==> config.mk <==
export PLATFORM = sky130hd
export DESIGN_NAME = seq_tx_001
export DESIGN_NICKNAME = d
export VERILOG_FILES = /design/src/rtl/seq_tx_001.sv
export SDC_FILE = /design/constraint.sdc
export NUM_CORES = 1
export LEC_CHECK = 0
export ABC_AREA = 1
export ABC_CLOCK_PERIOD_IN_PS = 4100
export BUFFER_PORTS_ARGS = -buffer_cell sky130_fd_sc_hd__buf_2
export CAP_MARGIN = 40
export CORE_UTILIZATION = 51
export DETAILED_ROUTE_END_ITERATION = 10
export PLACE_DENSITY_LB_ADDON = 0.05
export SYNTH_ARGS = -nofsm -noshare
export SYNTH_HDL_FRONTEND = slang
export SYNTH_SLANG_ARGS = --single-unit
==> constraint.sdc <==
create_clock -name clk -period 4.1 [get_ports clk]
set_clock_uncertainty 0.2 [all_clocks]
set_input_delay 0.205 -clock clk [delete_from_list [all_inputs] [get_ports clk]]
set_output_delay 0.205 -clock clk [all_outputs]
set_load 0.05 [all_outputs]
==> src/rtl/seq_tx_001.sv <==
// seq_tx_001: serial frame transmitter feeding the "001" sequence-detector receive path.
// Frame on tx_out: 0,0,1 sync, DATA_W payload bits MSB first, optional even parity, stop '1', GAP idle '1's.
module seq_tx_001 #(
  parameter int DATA_W    = 8,
  parameter int PARITY_EN = 0,
  parameter int GAP       = 2
) (
  input  logic              clk,
  input  logic              reset,
  input  logic              in_valid,
  input  logic [DATA_W-1:0] in_data,
  output logic              in_ready,
  output logic              tx_out,
  output logic              busy,
  output logic              done
);

  localparam int               CNT_W    = (DATA_W > 1) ? $clog2(DATA_W) : 1;
  localparam logic [CNT_W-1:0] LAST_BIT = CNT_W'(DATA_W - 1);
  localparam logic [3:0]       LAST_GAP = (GAP > 0) ? 4'(GAP - 1) : 4'd0;

  typedef enum logic [2:0] {
    IDLE,
    SYNC,
    DATA,
    PAR,
    STOP,
    GAPW
  } state_t;

  state_t            state,    state_nxt;
  logic [DATA_W-1:0] shreg,    shreg_nxt;
  logic [CNT_W-1:0]  bit_cnt,  bit_cnt_nxt;
  logic [3:0]        gap_cnt,  gap_cnt_nxt;
  logic [1:0]        sync_cnt, sync_cnt_nxt;
  logic              parity,   parity_nxt;
  logic              tx_nxt;
  logic              done_nxt;
  logic              accept;

  assign in_ready = (state == IDLE);
  assign busy     = (state != IDLE);
  assign accept   = in_valid && in_ready;

  // tx_out is registered, so each branch computes the level for the state being entered.
  always_comb begin
    // NOTE: every variable driven here gets a default first; no path can leave one unassigned, so no latch.
    state_nxt    = state;
    shreg_nxt    = shreg;
    bit_cnt_nxt  = bit_cnt;
    gap_cnt_nxt  = gap_cnt;
    sync_cnt_nxt = sync_cnt;
    parity_nxt   = parity;
    tx_nxt       = 1'b1;
    done_nxt     = 1'b0;

    case (state)
      IDLE: begin
        if (accept) begin
          state_nxt    = SYNC;
          shreg_nxt    = in_data;
          parity_nxt   = ^in_data;
          sync_cnt_nxt = 2'd0;
          tx_nxt       = 1'b0;
        end
      end

      SYNC: begin
        case (sync_cnt)
          2'd0: begin
            sync_cnt_nxt = 2'd1;
            tx_nxt       = 1'b0;
          end
          2'd1: begin
            sync_cnt_nxt = 2'd2;
            tx_nxt       = 1'b1;
          end
          default: begin
            state_nxt    = DATA;
            sync_cnt_nxt = 2'd0;
            bit_cnt_nxt  = '0;
            tx_nxt       = shreg[DATA_W-1];
            shreg_nxt    = shreg << 1;
          end
        endcase
      end

      DATA: begin
        if (bit_cnt == LAST_BIT) begin
          if (PARITY_EN != 0) begin
            state_nxt = PAR;
            tx_nxt    = parity;
          end else begin
            state_nxt = STOP;
            done_nxt  = 1'b1;
          end
        end else begin
          bit_cnt_nxt = bit_cnt + 1'b1;
          tx_nxt      = shreg[DATA_W-1];
          shreg_nxt   = shreg << 1;
        end
      end

      PAR: begin
        state_nxt = STOP;
        done_nxt  = 1'b1;
      end

      STOP: begin
        if (GAP > 0) begin
          state_nxt   = GAPW;
          gap_cnt_nxt = 4'd0;
        end else begin
          state_nxt = IDLE;
        end
      end

      GAPW: begin
        if (gap_cnt == LAST_GAP) begin
          state_nxt = IDLE;
        end else begin
          gap_cnt_nxt = gap_cnt + 4'd1;
        end
      end

      default: state_nxt = IDLE;
    endcase
  end

  always_ff @(posedge clk or negedge reset) begin
    // NOTE: datapath registers are reset too, so an aborted frame leaves no stale payload or parity behind.
    if (!reset) begin
      state    <= IDLE;
      shreg    <= '0;
      bit_cnt  <= '0;
      gap_cnt  <= 4'd0;
      sync_cnt <= 2'd0;
      parity   <= 1'b0;
      tx_out   <= 1'b1;
      done     <= 1'b0;
    end else begin
      // NOTE: non-blocking assignments so every register samples pre-edge values.
      state    <= state_nxt;
      shreg    <= shreg_nxt;
      bit_cnt  <= bit_cnt_nxt;
      gap_cnt  <= gap_cnt_nxt;
      sync_cnt <= sync_cnt_nxt;
      parity   <= parity_nxt;
      tx_out   <= tx_nxt;
      done     <= done_nxt;
    end
  end

endmodule

## Word-level counts from Yosys, hierarchy flattened

Index checks and enable logic that the tools add are counted.

- Bits in latches: 0
- Memory bits (writable): 0
- Memories kept: 0
- Register bits after elaboration: 22
- Output and inout bits: 4
- Bits in read-only memories: 0
- Word-level logic and storage cells: 60

- Magnitude comparators: 0
- Shift operators: 0
- Div/mod/pow operators: 0
- Bitwise operators: 0
- Multiply operators: 0
- Equal/unequal tests: 14
- Reduce and logical (&&, ||, !) cells: 14
- Multiplexer cells: 23
- $add $sub $neg: 2

Operator list:

| operator | count |
|---|---|
| $mux W8 | 3 |
| $pmux W8 S3 | 1 |
| $mux W3 | 6 |
| $pmux W3 S6 | 1 |
| $ne A2 B2 Y1 const B | 5 |
| $eq A3 B3 Y1 const B | 3 |
| $pmux W2 S2 | 2 |
| $pmux W4 S2 | 1 |
| $reduce_and A4 Y1 | 2 |
| $eq A3 B2 Y1 const B | 2 |
| $pmux W3 S2 | 1 |
| $reduce_bool A2 Y1 | 3 |
| $reduce_bool A3 Y1 | 2 |
| $add A4 B1 Y4 const B | 1 |
| $eq A4 B1 Y1 const B | 1 |
| $mux W4 | 1 |
| $pmux W1 S2 | 2 |
| $reduce_and A2 Y1 | 2 |
| $add A3 B1 Y3 const B | 1 |
| $eq A3 B1 Y1 const B | 1 |
| $logic_not A3 Y1 | 1 |
| $mux W1 | 3 |
| $pmux W1 S3 | 1 |
| $reduce_and A3 Y1 | 1 |
| 6 further kinds | 6 |

## Longest topological paths before layout

Gate-level depths: netlist (run 1).

- Depth after elaboration: 4
- Depth in mapped cells: 8
- Depth with buffers taken out: 8

## Worst setup path before layout (run 1)

Ideal clock, no wire load.

- Path kind: reg2out
- From: register state[1]
- To: output port in_ready
- Arrival: 1421 ps
- Data required time: 3695 ps
- Stages on the path, launching flop included: 4
- Buffers on the path: 0
- Path slack: 2274 ps
- Cell sequence: dfrtp_1 -> nor2_1 -> nand2_1 -> inv_1

- Word-level cells in the longest chain between the ends: 1

Ends and longest elaborated chain:

| item | line | RTL |
|---|---|---|
| from (decl) | 31 | `state_t state, state_nxt;` |
| from (signal assigned) | 143 | `state <= state_nxt;` |
| $logic_not A3 Y1 | 41 | `assign in_ready = (state == IDLE);` |
| to (decl) | 12 | `output logic in_ready,` |

Every way passes these cells.

## Worst setup path in the final report (run 1)

- From: register state[0]
- To: output port in_ready

The elaborated chain is that of the path after synthesis.

==> results of run 1 <==
## critical path, cell delays in order, from the launching register on
cell,delay (ns)
dfrtp_1,0.48
nor2_1,0.25
nand2_1,0.13
inv_1,0.06
buf_2,0.25
## state kept, by name, summed over array words and instances, names as in the netlist
| name | count |
|---|---|
| shreg | 8 |
| gap_cnt | 4 |
| bit_cnt | 3 |
| state | 3 |
| sync_cnt | 2 |
| done | 1 |
| tx_out | 1 |
## final timing paths
check,start,end,slack (ns),depth (start not counted)
min,in_data[3],shreg[3]$_DFFE_PN0P_,0.01,5
max reg2reg,bit_cnt[0]$_DFFE_PN0P_,shreg[1]$_DFFE_PN0P_,2.28,8
max,state[0]$_DFFE_PN0P_,in_ready,2.21,4
min in group asynchronous,reset,sync_cnt[0]$_DFFE_PN0P_,0.17,2
min reg2reg,sync_cnt[0]$_DFFE_PN0P_,sync_cnt[0]$_DFFE_PN0P_,0.28,1
max in group asynchronous,reset,tx_out$_DFF_PN1_,3.18,2
## routing by layer
| layer | vias up | GRT usage, % | share of wire, % | wire (um) |
|---|---|---|---|---|
| li1 | 522 | - | - | - |
| met1 | 456 | 29.41 | 51 | 1126 |
| met2 | 18 | 35.11 | 44 | 973 |
| met3 | 5 | 4.012 | 3.9 | 87 |
| met4 | 0 | 8.571 | 1.5 | 34 |
| met5 | - | 0 | 0 | 0 |
## Yosys cell counts, types with 2 or more instances
cell / n / area share (%)
nand3_1: 16 / 6.8
nand2_1: 54 / 17
nand4_1: 3 / 1.6
nand2_2: 2 / 1.1
nand3_2: 4 / 3.4
o21ai_0: 7 / 3.0
dfrtp_1: 21 / 45
inv_2: 3 / 0.95
nor2_1: 12 / 3.8
ha_1: 4 / 4.2
inv_1: 12 / 3.8
## logic make-up (layout without fill, tap and decap cells)
| kind of cell | Yosys count | count (layout) | synth area share, % |
|---|---|---|---|
| xor+xnor | 2 | 2 | 1.485 |
| simple gates | 95 | 95 | 37.65 |
| compound gates | 11 | 11 | 5.089 |
| flops | 22 | 22 | 46.77 |
| buf+inv | 15 | 35 | 4.772 |
| fa+ha+maj | 4 | 4 | 4.242 |
## per-stage QoR
step	utilization, %	total power [W]	setup WS, ns	hold slack, ns
2_1_floorplan	-	0.0007927	2.274	-0.2906
3_3_place_gp	58.65	0.0009016	2.316	-0.003990
3_5_place_dp	58.65	0.0009134	2.290	0.001193
4_1_cts	61.22	0.001039	2.206	0.005558
5_1_grt	61.22	0.001134	2.119	0.04609
6_report	61.22	0.001026	2.210	0.01137
## what timing repair did
item / in CTS / in global routing
hold endpoints to repair: 23 / 0
buffers inserted: 0 / 0
hold buffers: 2 / 0
gates resized for setup: 0 / 0
## layout make-up
cell class	instances	area (um^2)	area share (%)
Inverter	15	56.30	4.198
Multi-Input combinational cell	112	571.8	42.63
Tap cell	28	35.03	2.612
Sequential cell	22	551.8	41.14
Timing Repair Buffer	16	90.09	6.716
Clock buffer	4	36.28	2.705
## where the power goes
| group | switching, W | total (W) | leakage (nW) | internal, W |
|---|---|---|---|---|
| sequential | 0.0000609 | 0.000366 | 0.282 | 0.000305 |
| clock | 0.0000661 | 0.000120 | 0.0210 | 0.0000543 |
| combinational | 0.000378 | 0.000540 | 0.437 | 0.000162 |
==> qor.txt, run 1 <==
Outcome = finished, final reports clean
Yosys reg bits = 22
Critical-path maximum fanout = 6
TritonCTS clock tree = done
CORE AREA = 0.002191 mm^2
Final wirelength = 2.221 mm
Pwr per Cell Area = 764.6 mW/mm^2
Top_reg_cell synth = dfrtp_1
Filler instances = 206
Syn Std Cell Area = 0.001180 mm^2
H-tree levels = 1
RSZ-0062 raised after global routing = false
Fmax = 0.5290 GHz
Post-route ant nets = 0
Fin nets = 185
Chip width = 50.10 um
DRC viols = 0
Final worst path period share = 46.11%
P&R area growth vs syn = 13.68%
Crit path DAT = 1.49 ns
Synth async-reset ratio = 100.0%
First-pass GRT wire length = 4.146 mm
# setup viols final = 0
Commonest cells after routing, fill and taps aside = nand2_1, dfrtp_1, nand3_1
Post-Place Cells = 191
Most common cell after layout, fill and taps aside = nand2_1
Die area = 0.002510 mm^2
Detail Placement HPWL = 1.618 mm
Clock transition at path regs = 0.12 ns
TritonRoute pass-1 iters = 4
Num rows = 17
Synth warn = 0
Least-Margin Pin Slew = 0.4838 ns
Maximum VDD drop = 0.0004899 V
Crit path capture type = primary output
Post-synth EDFFs = 0
Clk sinks = 22
Number of global-route vias before repair = 956
Pin count of the biggest net entering global routing = 23
Post-DR vias/cell = 5.081
DRT iter0 DRCs = 31
Setup Crit Path Kind = flop to primary output
IO Port Bufs = 14
Hold Crit Class = input port to flop
Finished Cell Area = 0.001341 mm^2
Antenna violations before repair = 0
CTS buffer count = 3
Routed vias = 1001
Syn Area/Cell = 7.919 um^2
Mapped Cells = 149
Dpl cell area = 0.001285 mm^2
Fin cells = 197
Count of pins over their slew limit = 0
Unique cell type count in the Yosys netlist = 22
CTS Buffer Depth = 2
GR Overflow Total = 0
CTS Root Cell = clkbuf_4
Die height = 50.10 um
Final RePlAce weighted congestion = 0.7692
Final Hold Viols = 0
DR WL/cell = 11.27 um
Minimum clock period after layout = 1.890 ns
Gr usage total = 22.07%
Startpoint types = flop
Ports = 15
Number of max-cap violations = 0
Diode count = 0
Syn nets = 164
Pleak = 0.7400 nW
Initial Utilization = 53.85%
Max-slew headroom = 67.75%
Fraction of layout cells with a size suffix above 1 = 18.93%
WP data required = 3.69 ns
Sequential area share after synthesis = 46.77%
Post-route setup TNS = 0 ns
Worst-Skew Late Latency = 0.31 ns
(Power assumes the default switching activity.)
==> run 2, diff against run 1 <==
--- a/config.mk
+++ b/config.mk
@@ -6,7 +6,7 @@
 export NUM_CORES = 1
 export LEC_CHECK = 0
 export ABC_AREA = 1
-export ABC_CLOCK_PERIOD_IN_PS = 4100
+export ABC_CLOCK_PERIOD_IN_PS = 1900
 export BUFFER_PORTS_ARGS = -buffer_cell sky130_fd_sc_hd__buf_2
 export CAP_MARGIN = 40
 export CORE_UTILIZATION = 51
==> constraint.sdc (replaced) <==
create_clock -name clk -period 1.9 [get_ports clk]
set_clock_uncertainty 0.2 [all_clocks]
set_input_delay 0.095 -clock clk [delete_from_list [all_inputs] [get_ports clk]]
set_output_delay 0.095 -clock clk [all_outputs]
set_load 0.05 [all_outputs]
==> run 2 against run 1 <==
Effect of this change:
- die area unchanged
- worst setup slack got worse by 2.1 ns
- register-to-register slack worse by 2.1 ns
- global-route usage fell by 0.065 points
- sequential share of layout area is 3.2 points lower
==> qor.txt, run 2 (synthesis results as in run 1) <==
Outcome = finished, final reports clean
GR Overflow Total = 0
Setup Crit Path Kind = flop to primary output
RSZ-0062 raised after global routing = false
Die area = 0.002510 mm^2
Initial Utilization = 53.85%
Detail Placement HPWL = 1.608 mm
Critical R2R Capture = shreg[3]$_DFFE_PN0P_
Fin nets = 194
Number of global-route vias before repair = 967
Hold Crit Class = input port to asynchronous set/reset pin
GR Layer Usage met1 = 28.63%
Max-slew headroom = 68.45%
Area of the multi-input gates = 596.8 um^2
DR WL/cell = 11.38 um
Routed vias = 1041
Ports = 15
Count of pins over their slew limit = 0
Hold WS = 0.05824 ns
Fraction of layout cells with a size suffix above 1 = 20.79%
Num rows = 17
Largest Register = shreg
Critical Path Start = state[0]$_DFFE_PN0P_
WP data required = 1.60 ns
Biggest registers after layout = shreg: 8 flops, gap_cnt: 4 flops
Crit path to = in_ready
Max reg flops = 8
First-pass GRT wire length = 4.126 mm
Busiest layer in global routing = met2
Final worst path period share = 95.86%
Met3 usage = 3.704%
Pin count of the biggest net entering global routing = 23
CTS Root Cell = clkbuf_4
Post-Place Cells = 191
DRC viols = 0
Final wirelength = 2.344 mm
Met2 usage = 36.00%
Die height = 50.10 um
Most common cell after layout, fill and taps aside = nand2_1
Worst setup margin = 0.07869 ns
Number of max-cap violations = 0
Pre-CTS WS = 0.09927 ns
Commonest cells after routing, fill and taps aside = nand2_1, dfrtp_1, nand3_1
Slowest cell on crit path = dfrtp_1
Fin cells = 206
DRT iter0 DRCs = 31
Fmax = 0.5491 GHz
Crit path capture type = primary output
P&R area growth vs syn = 23.22%
Least-Margin Pin Slew = 0.4732 ns
Pleak = 0.7765 nW
IO Port Bufs = 14
TritonRoute pass-1 iters = 4
Antenna violations before repair = 0
Final Hold Viols = 0
Slowest cell delay on critical path = 0.50 ns
Final RePlAce weighted congestion = 0.7692
Startpoint types = flop
Post-route setup TNS = 0 ns
Chip width = 50.10 um
Post-DR vias/cell = 5.053
Minimum clock period after layout = 1.821 ns
R2R setup slack = 0.14 ns
Clock transition at path regs = 0.12 ns
TritonCTS clock tree = done
# setup viols final = 0
Post-route ant nets = 0
Gr usage total = 22.01%
Filler instances = 182
Maximum VDD drop = 0.001045 V
Crit path DAT = 1.53 ns
Diode count = 0
CTS Buffer Depth = 2
Clk sinks = 22
Reg2reg start = bit_cnt[0]$_DFFE_PN0P_
CP Cell Sequence = nor2_1 > nand2_1 > inv_1 > buf_2
Worst-Skew Late Latency = 0.31 ns
Pwr per Cell Area = 1562 mW/mm^2
Critical-path maximum fanout = 6
Register area = 551.8 um^2
Worst Reg-to-Reg Cells = 8
CTS buffer count = 3
H-tree levels = 1
CORE AREA = 0.002191 mm^2
-- run 2: changes by cell type in the layout (fill, tap and decap cells not counted), sizes merged --
cell and change:
buf +1, dlygate4sd3 +8
-- run 2: per-layer routing --
metal | vias to the layer above | wire length (um)
met5 | - | 0
met4 | 0 | 34
met3 | 5 | 84
met2 | 24 | 1135
met1 | 472 | 1089
li1 | 540 | -
-- run 2: report_power, final --
group / switching, W / internal (W) / leakage [nW] / total, W
combinational: 0.000834 / 0.000381 / 0.473 / 0.00122
clock: 0.000142 / 0.000117 / 0.0210 / 0.000259
sequential: 0.000139 / 0.000657 / 0.282 / 0.000796
total: 0.00112 / 0.00116 / 0.777 / 0.00227
-- run 2: metrics by stage --
stage,cell area (um^2),util [%],power [W]
floorplan,1180,-,0.001711
global placement,1285,58.65,0.001946
detailed placement,1285,58.65,0.001966
CTS,1421,64.88,0.002248
global route,1454,66.36,0.002500
finish,1454,66.36,0.002271
-- run 2: layout make-up --
class / instances / share of cell area, %
inverter: 15 / 3.873
sequential: 22 / 37.95
timing repair buffer: 25 / 12.22
tap: 28 / 2.410
clock buffer: 4 / 2.496
multi-input combinational: 112 / 41.05
-- run 2: worst max-delay path: cells and delay by family (launching register included) --
family        cells  cell delay [ns]
buf+inv           2             0.31
simple gates      2             0.39
flops             1             0.50
-- run 2: repair_timing --
item                                    in CTS  in global routing
setup buffers                                0                  1
endpoints found under the setup margin       0                  8
gates resized for setup                      0                  6
hold buffers                                10                  0
endpoints found under the hold margin       31                  0
-- run 2: worst min path at each step --
stage,start,end,cells past startpoint
floorplan,reset,bit_cnt[0]$_DFFE_PN0P_,0
global placement,reset,sync_cnt[0]$_DFFE_PN0P_,1
detailed placement,reset,sync_cnt[0]$_DFFE_PN0P_,1
CTS,reset,sync_cnt[0]$_DFFE_PN0P_,2
global route,reset,gap_cnt[3]$_DFFE_PN0P_,2
finish,reset,sync_cnt[0]$_DFFE_PN0P_,2
